--- config.mk ---
export PLATFORM = sky130hd
export DESIGN_NAME = bcd_segment_feeder
export DESIGN_NICKNAME = d
export VERILOG_FILES = /design/src/rtl/segment_led_pkg.sv /design/src/rtl/bin2bcd_serial.sv /design/src/rtl/bcd_segment_feeder.sv
export SDC_FILE = /design/constraint.sdc
export NUM_CORES = 1
export LEC_CHECK = 0
export ABC_AREA = 1
export CAP_MARGIN = 15
export CORE_UTILIZATION = 40
export CTS_BUF_LIST = sky130_fd_sc_hd__clkbuf_8
export DETAILED_ROUTE_END_ITERATION = 7
export PLACE_DENSITY = 0.62
export SLEW_MARGIN = 25
export SYNTH_ARGS = -nofsm -noshare
export SYNTH_HDL_FRONTEND = slang
export SYNTH_SLANG_ARGS = --single-unit
--- constraint.sdc ---
create_clock -name clock -period 3.52 [get_ports clock]
set_clock_uncertainty 0.15 [all_clocks]
set_input_delay 0.528 -clock clock [delete_from_list [all_inputs] [get_ports clock]]
set_output_delay 0.528 -clock clock [all_outputs]
set_load 0.01 [all_outputs]
--- src/rtl/segment_led_pkg.sv ---
// Shared definitions for the segment_led display path.
// Contents: FSM state encodings for bcd_segment_feeder, segment constants,
// the 7-segment font lookup and a power-of-ten helper for overflow limits.
package segment_led_pkg;

  // Feeder FSM states
  localparam logic [1:0] StIdle   = 2'd0;
  localparam logic [1:0] StShift  = 2'd1;
  localparam logic [1:0] StEncode = 2'd2;

  // Active-high patterns, bit0..6 = a..g, bit7 = dp
  localparam logic [7:0] SEG_MINUS = 8'h40;
  localparam logic [7:0] SEG_BLANK = 8'h00;

  // Decimal font; codes 10..15 never come out of a valid BCD nibble and map to blank
  function automatic logic [7:0] seg_font(input logic [3:0] nibble);
    case (nibble)
      4'd0:    seg_font = 8'h3F;
      4'd1:    seg_font = 8'h06;
      4'd2:    seg_font = 8'h5B;
      4'd3:    seg_font = 8'h4F;
      4'd4:    seg_font = 8'h66;
      4'd5:    seg_font = 8'h6D;
      4'd6:    seg_font = 8'h7D;
      4'd7:    seg_font = 8'h07;
      4'd8:    seg_font = 8'h7F;
      4'd9:    seg_font = 8'h6F;
      default: seg_font = SEG_BLANK;
    endcase
  endfunction

  // 10**n without 32-bit int overflow for wide displays
  function automatic longint unsigned pow10(input int unsigned n);
    longint unsigned r;
    r = 64'd1;
    for (int unsigned k = 0; k < n; k++) r = r * 64'd10;
    return r;
  endfunction

endpackage

--- src/rtl/bin2bcd_serial.sv ---
// Serial double-dabble binary-to-BCD converter.
// Ports:
//   clk_i, rst_ni  clock, asynchronous active-low reset
//   start_i        load value_i and begin a conversion
//   value_i        unsigned binary input
//   busy_o         conversion in progress
//   done_o         high during the final shift cycle (combinational)
//   bcd_o          packed BCD result, nibble 0 = least significant digit
// One shift per cycle, ValueWidth cycles per conversion. Digits that do not
// fit into NumDigits nibbles are shifted out of the top and lost.
module bin2bcd_serial #(
  parameter int unsigned ValueWidth = 20,
  parameter int unsigned NumDigits  = 6
) (
  input  logic                   clk_i,
  input  logic                   rst_ni,
  input  logic                   start_i,
  input  logic [ValueWidth-1:0]  value_i,
  output logic                   busy_o,
  output logic                   done_o,
  output logic [4*NumDigits-1:0] bcd_o
);

  localparam int unsigned BcdWidth = 4 * NumDigits;
  localparam int unsigned CntWidth = (ValueWidth > 1) ? $clog2(ValueWidth) : 1;

  logic [ValueWidth-1:0] bin_q, bin_d;
  logic [BcdWidth-1:0]   bcd_q, bcd_d, bcd_adj;
  logic [CntWidth-1:0]   cnt_q, cnt_d;
  logic                  busy_q, busy_d;
  logic                  last_iter;

  assign last_iter = busy_q && (cnt_q == CntWidth'(ValueWidth - 1));

  // Add-3 correction so that the following shift carries into the next decade
  always_comb begin
    bcd_adj = bcd_q;
    for (int i = 0; i < int'(NumDigits); i++) begin
      if (bcd_q[4*i +: 4] >= 4'd5) bcd_adj[4*i +: 4] = bcd_q[4*i +: 4] + 4'd3;
    end
  end

  always_comb begin
    bin_d  = bin_q;
    bcd_d  = bcd_q;
    cnt_d  = cnt_q;
    busy_d = busy_q;
    if (start_i) begin
      bin_d  = value_i;
      bcd_d  = '0;
      cnt_d  = '0;
      busy_d = 1'b1;
    end else if (busy_q) begin
      bcd_d = {bcd_adj[BcdWidth-2:0], bin_q[ValueWidth-1]};
      bin_d = {bin_q[ValueWidth-2:0], 1'b0};
      cnt_d = cnt_q + CntWidth'(1);
      if (last_iter) busy_d = 1'b0;
    end
  end

  always_ff @(posedge clk_i or negedge rst_ni) begin
    if (!rst_ni) begin
      bin_q  <= '0;
      bcd_q  <= '0;
      cnt_q  <= '0;
      busy_q <= 1'b0;
    end else begin
      bin_q  <= bin_d;
      bcd_q  <= bcd_d;
      cnt_q  <= cnt_d;
      busy_q <= busy_d;
    end
  end

  assign busy_o = busy_q;
  assign done_o = last_iter;
  assign bcd_o  = bcd_q;

endmodule

--- src/rtl/bcd_segment_feeder.sv ---
// Upstream stage of segment_led: converts a binary value to BCD digits,
// encodes them as 7-segment+dp patterns and drives the digits[] bus, plus
// the periodic next_segment scan strobe.
// Ports:
//   clock, reset_n       clock, asynchronous active-low reset
//   value_in             unsigned value to display
//   dp_in                per-digit decimal point, sampled with value_in
//   blank_leading_zeros  sampled with value_in; 1 = suppress leading zeros
//   value_valid          input bundle valid
//   value_ready          high only while idle
//   update_done          one-cycle pulse on the cycle digits[] changes
//   next_segment         one-cycle scan strobe, every SCAN_DIVIDER cycles
//   digits               encoded patterns, digits[0] = rightmost digit
module bcd_segment_feeder
  import segment_led_pkg::*;
#(
  parameter int unsigned NUMBER_OF_SEGMENTS = 8,
  parameter int unsigned NUMBER_OF_DIGITS   = 6,
  parameter int unsigned VALUE_WIDTH        = 20,
  parameter int unsigned SCAN_DIVIDER       = 12000,
  parameter logic        SEGMENT_ACTIVE_LOW = 1'b0
) (
  input  logic                          clock,
  input  logic                          reset_n,
  input  logic [VALUE_WIDTH-1:0]        value_in,
  input  logic [NUMBER_OF_DIGITS-1:0]   dp_in,
  input  logic                          blank_leading_zeros,
  input  logic                          value_valid,
  output logic                          value_ready,
  output logic                          update_done,
  output logic                          next_segment,
  output logic [NUMBER_OF_SEGMENTS-1:0] digits [0:NUMBER_OF_DIGITS-1]
);

  localparam longint unsigned MaxValue = pow10(NUMBER_OF_DIGITS) - 64'd1;
  localparam int unsigned     ScanWidth = $clog2(SCAN_DIVIDER);
  localparam logic [NUMBER_OF_SEGMENTS-1:0] BlankPattern =
    SEGMENT_ACTIVE_LOW ? {NUMBER_OF_SEGMENTS{1'b1}} : {NUMBER_OF_SEGMENTS{1'b0}};

  logic [1:0]                    state_q, state_d;
  logic [NUMBER_OF_DIGITS-1:0]   dp_q;
  logic                          blank_q;
  logic                          ovf_q;
  logic                          update_done_q;
  logic [ScanWidth-1:0]          scan_cnt_q, scan_cnt_d;
  logic [NUMBER_OF_SEGMENTS-1:0] digits_q [0:NUMBER_OF_DIGITS-1];
  logic [NUMBER_OF_SEGMENTS-1:0] digits_d [0:NUMBER_OF_DIGITS-1];
  logic [NUMBER_OF_SEGMENTS-1:0] enc      [0:NUMBER_OF_DIGITS-1];

  logic                          transfer;
  logic                          conv_busy, conv_done;
  logic [4*NUMBER_OF_DIGITS-1:0] bcd;
  logic                          scan_last;
  logic                          zero_above;
  logic [3:0]                    nib;
  logic [7:0]                    pat;

  assign value_ready = (state_q == StIdle);
  assign transfer    = value_valid && value_ready;

  bin2bcd_serial #(
    .ValueWidth (VALUE_WIDTH),
    .NumDigits  (NUMBER_OF_DIGITS)
  ) u_bin2bcd (
    .clk_i   (clock),
    .rst_ni  (reset_n),
    .start_i (transfer),
    .value_i (value_in),
    .busy_o  (conv_busy),
    .done_o  (conv_done),
    .bcd_o   (bcd)
  );

  always_comb begin
    state_d = state_q;
    case (state_q)
      StIdle:   if (transfer) state_d = StShift;
      StShift:  if (conv_done || !conv_busy) state_d = StEncode;
      StEncode: state_d = StIdle;
      default:  state_d = StIdle;
    endcase
  end

  // Walk from the most significant digit down so zero_above tracks "all
  // nibbles from here upward are zero" for leading-zero suppression.
  always_comb begin
    enc        = '{default: '0};
    zero_above = 1'b1;
    nib        = '0;
    pat        = '0;
    for (int i = int'(NUMBER_OF_DIGITS) - 1; i >= 0; i--) begin
      nib        = bcd[4*i +: 4];
      zero_above = zero_above && (nib == 4'd0);
      if (ovf_q) begin
        pat = SEG_MINUS;
      end else if (blank_q && zero_above && (i != 0)) begin
        pat = SEG_BLANK | {dp_q[i], 7'b0};
      end else begin
        pat = seg_font(nib) | {dp_q[i], 7'b0};
      end
      if (SEGMENT_ACTIVE_LOW) pat = ~pat;
      enc[i] = NUMBER_OF_SEGMENTS'(pat);
    end
  end

  // All digits load on the same edge so the panel never shows a mixed value
  always_comb begin
    digits_d = digits_q;
    if (state_q == StEncode) digits_d = enc;
  end

  assign scan_last  = (scan_cnt_q == ScanWidth'(SCAN_DIVIDER - 1));
  assign scan_cnt_d = scan_last ? '0 : scan_cnt_q + ScanWidth'(1);

  always_ff @(posedge clock or negedge reset_n) begin
    if (!reset_n) begin
      state_q       <= StIdle;
      dp_q          <= '0;
      blank_q       <= 1'b0;
      ovf_q         <= 1'b0;
      update_done_q <= 1'b0;
      scan_cnt_q    <= '0;
      digits_q      <= '{default: BlankPattern};
    end else begin
      state_q       <= state_d;
      update_done_q <= (state_q == StEncode);
      scan_cnt_q    <= scan_cnt_d;
      digits_q      <= digits_d;
      if (transfer) begin
        dp_q    <= dp_in;
        blank_q <= blank_leading_zeros;
        ovf_q   <= (64'(value_in) > MaxValue);
      end
    end
  end

  assign update_done  = update_done_q;
  assign next_segment = scan_last;
  assign digits       = digits_q;

endmodule
# Word level (Yosys, flattened, before mapping)
# Memories as Yosys holds them, arrays and structs flattened.
# Index checks and enable logic that the tools add are counted.
# word_totals
output_inout_bits	51
n_memories	6
ff_bits	123
rom_bits	672
input_bits	30
# classes
n_eq_ne	6
bitwise	6
n_reduce_logical	21
n_addsub	8
order_cmp	7
mux	41
# mem_list
memory	words	width	read_ports	rd_ports_with_merged_regs	write_ports	line_no	text
(name not given)	16	7	1	0	0	segment_led_pkg.sv:17	case (nibble)
(name not given)	16	7	1	0	0	segment_led_pkg.sv:17	
(name not given)	16	7	1	0	0	segment_led_pkg.sv:17	
(name not given)	16	7	1	0	0	segment_led_pkg.sv:17	
(name not given)	16	7	1	0	0	segment_led_pkg.sv:17	
(name not given)	16	7	1	0	0	segment_led_pkg.sv:17	
# ops
operator	n
two-way mux 8 bit	22
two-way mux 24 bit	2
OR 8 bit	6
two-way mux 20 bit	2
greater-or-equal comparator 4 x 3 -> 1 bit (second input constant)	6
adder 4 x 2 -> 4 bit (second input constant)	5
> comparator 20 bit (second input constant)	1
zero test 4 bit	5
two-way mux 4 bit	5
adder 14 x 1 -> 14 bit (second input constant)	1
equality test 14 bit (second input constant)	1
two-way mux 14 bit	1
logical AND 1 bit	11
two-way mux 5 bit	2
adder 5 x 1 -> 5 bit (second input constant)	1
equality test 5 bit (second input constant)	1
two-way mux 2 bit	2
case mux 2 bit (2 select lines)	1
adder 3 x 2 -> 3 bit (second input constant)	1
two-way mux 1 bit	3
two-way mux 3 bit	1
equality test 2 x 1 -> 1 bit (second input constant)	1
equality test 2 bit (second input constant)	1
zero test 2 bit	1
6 further kinds	6

# Logic depth before layout (Yosys ltp)
# logic_depth
ltp_word	11
mapped_depth	10

# Hierarchy
# From an unflattened synthesis, not the netlist that was laid out.
# hier_totals
hier_cells	813
area_unflattened_um2	6766.5
# modules_own_cells
mod	n_inst	cells_each	area_each_um2	seq_area_each_um2
bcd_segment_feeder	1	476	3935.0	1826.8
bin2bcd_serial	1	337	2831.5	1251.2

# Worst setup path after synthesis
# No wires, ideal clock.
# synth_timing
path_kind	register to output
startpoint	register scan_cnt_q[0]
endpoint	output next_segment
path_slack_ns	1.610
n_path_buf	0
arrival_ns	1.232
stages_incl_launch_ff	6
path_cell_list	dfrtp_1 ha_1 nand3_1 nor2_1 inv_1 nor3_1
# synth_via
elab_chain_cells	1
# synth_lines
element	line_no	text
start: declaration	bcd_segment_feeder.sv:45	logic [ScanWidth-1:0] scan_cnt_q, scan_cnt_d;
start signal: assignment	bcd_segment_feeder.sv:127	scan_cnt_q <= scan_cnt_d;
equality test 14 bit	bcd_segment_feeder.sv:112	assign scan_last = (scan_cnt_q == ScanWidth'(SCAN_DIVIDER - 1));
end: declaration	bcd_segment_feeder.sv:31	output logic next_segment,
# Every way passes these cells.

# Worst setup path after layout
# Ends and elaborated chain as after synthesis.

==> flow_summary.ini <==
[run_status]
status = finished, final reports clean

[synthesis]
ys_warn_count = 0
synth-seq-cells = 123
synthDistinctLibCells = 43
synthCells = 745
synth-seq-area-share_pct = 48.48
synthSimpleGateAreaFrac_pct = 22.72
synthMuxAreaShare_pct = 0
syn_avg_cell_area_um2 = 8.522
synth_edf_count = 0
synth_top_family_by_area = simple AND/OR/NAND/NOR gates
synth_xor_xnor_area_share_pct = 1.931
yosys_most_used_dff = dfrtp_1
synth_nets = 808
ys_async_sr_fraction_pct = 100.0
syn_area_um2 = 6349
synth_fa_ha_area_share_pct = 6.504
synth_compound_area_share_pct = 13.42

[setup_path]
regToRegEndpoint = digits[18]
crit_family = buffers and inverters
ff2ff_setup_slack_ns = 1.45
crit_fanout = 5
startpoint = scan_cnt_q[0]
cp.depth = 6
path_buf_inv = 2
r2r-start = u_bin2bcd.bcd_o[20]
max_stage_delay_ns = 0.56
critPathRequiredTime_ns = 2.84
r2r_cells = 9
cp_cell_sequence = ha_1, nand3_1, nor2_1, inv_1, nor3_1, clkdlybuf4s50_1
critPathKind = reg2out
cp.arrival_ns = 2.28
cp_slowest_cell = clkdlybuf4s50_1
worstSetupEndpointType = output pin
startpoint_type = flop
endpoint = next_segment

[sta]
fin_crit_ns = 2.956
finalSetupViolations = 0
grt_setup_unrepaired = no
max_freq_ghz = 0.3383
final_max_slew_viol_count = 0
max_slew_margin_pct = 47.81
tns_ns = 0
timing.final.hold_violations = 0
setup_ws_ns = 0.5641
tightest_slew_ns = 0.7817
fin_crit_sh_pct = 83.97

[pwr]
p_leak_nw = 3.754
p_per_area_nw_per_um2 = 897.4
vdd_drop_max_v = 0.0004610

[clocking]
clockBufferDepth = 2
cts_resized = 0
cts_tree = built
htreeDepth = 4
path_clk_slew_ns = 0.07
clock_sinks = 123
root_buffer = clkbuf_8
clkLatencyLatePin_ns = 0.44
cts_inserted_buffers = 17

[floorplan]
core_area_um2 = 15370
die_w_um = 128.0
initial_core_util_pct = 41.30
dieArea_um2 = 16380
die_y_um = 128.0
num_io_pins = 81
row_count = 45

[global_routing]
grt_pass1_wl_um = 24530
grt_pass1_vias = 5160
antenna_found_initial = 0
grt_max_degree = 58
grt_overflow_total = 0
track_usage_pct = 19.06

[placement]
place_ws_ns = 0.9958
hpwl_um = 9948
port_buffers = 80
gp_congestion = 0.8560

[routing]
avgViaCountPerCell = 5.005
wl_per_cell_um = 13.60
num_vias = 5260
drt_first_pass_iters = 5
antenna_left = 0
drc = 0
wirelength_um = 14300
drt-initial-drc-count = 376

[hold_path]
hp-class = reg2reg

[cells_and_area]
drive_gt1_share_pct = 7.738
syn2layout_area_growth_pct = 22.74
n_antenna_cell = 0
fin_nets = 890

[run]
max_cap_violations = 0
[layout make-up]
class                           count  area [um2]
Fill cell                        1459        7579
Sequential cell                   123        3078
Multi-Input combinational cell    520        2830
Timing Repair Buffer               84       830.8
Inverter                           81       306.5
Tap cell                          211       264.0
Clock buffer                       19       261.5
Clock inverter                     13       221.5
[through the flow]
| stage | cell area, um2 | utilization, % | power [mW] | hold WS [ns] | instances |
|---|---|---|---|---|---|
| 3_5_place_dp | 7300 | 47.49 | 5.502 | 0.3168 | 1018 |
| 2_1_floorplan | 6349 | - | 4.457 | 0.08241 | 745 |
| 4_1_cts | 7792 | 50.70 | 7.048 | 0.3360 | 1051 |
| 5_1_grt | 7792 | 50.70 | 7.600 | 0.3567 | 1051 |
| 3_3_place_gp | 7300 | 47.49 | 5.397 | 0.3144 | 1018 |
| 6_report | 7792 | 50.70 | 6.993 | 0.3302 | 1051 |
[Yosys cell counts (6+ instances only)]
library cell | count | share of area [%]
nor2_1 | 58 | 3.4
o211ai_1 | 10 | 1.2
o21ai_0 | 68 | 5.4
a21oi_1 | 23 | 1.8
xor2_1 | 12 | 1.7
nand2_1 | 185 | 11
o221ai_1 | 8 | 1.1
ha_1 | 33 | 6.5
inv_1 | 73 | 4.3
o21ai_1 | 10 | 0.79
a22o_1 | 7 | 0.97
buf_2 | 10 | 0.79
nand3_1 | 53 | 4.2
inv_2 | 6 | 0.35
dfrtp_1 | 123 | 48
nand4_1 | 6 | 0.59
nor3_1 | 9 | 0.71
[worst min-delay path, cell delays in order (launching register included)]
cell and delay (ns):
dfrtp_1 0.35, nand2_1 0.05, nand2_1 0.05
[repair_timing]
item                                    in CTS  in global routing
endpoints found under the setup margin       0                  0
hold endpoints to repair                     5                  0
setup buffers                                0                  0
hold buffers                                 1                  0
[worst min-delay path by stage]
stage / start / end / cells after the start
after detailed placement: digits[28] / digits[28] / 2
after floorplan: reset_n / blank_q / 0
after global routing: digits[37] / digits[37] / 2
after global placement: digits[37] / digits[37] / 2
after CTS: digits[28] / digits[28] / 2
final: digits[28] / digits[28] / 2
[cell families after synthesis]
group,count (synthesis)
and+or+nand+nor,331
AOI/OAI and AO/OA,142
DFF,123
buffers and inverters,102
adders and majority gates,33
xor gates and xnor gates,14
[per-layer routing]
layer  vias up  part of all wire (%)  track usage (%)  wire length [um]
met5         -                     0                0                 0
met4         0                   2.4            8.789               343
met3        26                   3.9            4.007               556
met2       118                    47            30.72              6737
met1      2494                    47            24.62              6657
li1       2622                     -                -                 -
[registers in the layout, indices dropped and copies added, names as in the netlist, 2 cells and up]
signal	cells
state_q	2
digits	48
scan_cnt_q	14
u_bin2bcd.bcd_o	24
dp_q	6
u_bin2bcd.cnt_q	5
u_bin2bcd.bin_q	20
[report_power, final]
group	switching [mW]	leakage (nW)	internal (mW)
sequential	0.450	1.54	1.99
combinational	1.75	1.97	1.30
clock	0.568	0.239	0.945
total	2.76	3.75	4.23
[cell usage in the layout, fill, tap and decap left out, types with 2 or more instances in the layout]
cell and count:
o21ai_2 5, or2_2 4, bufinv_16 6, o211ai_1 10, ha_1 33, inv_2 6
o22ai_1 5, nand2_4 3, nand4_1 6, a21oi_1 23, o211ai_2 2, clkinv_2 3
nor3_1 9, nor3_2 2, xor2_1 12, clkinvlp_4 3, inv_1 74, o21ai_1 10
o21ai_0 68, buf_4 4, o221ai_1 8, xnor2_1 2, nor2_1 58, nor3b_1 2
nand2_1 185, a22o_1 7, nand3_1 53, clkbuf_8 19, nor2_2 2, clkdlybuf4s50_1 79
dfrtp_1 123
(Power assumes the default switching activity.)
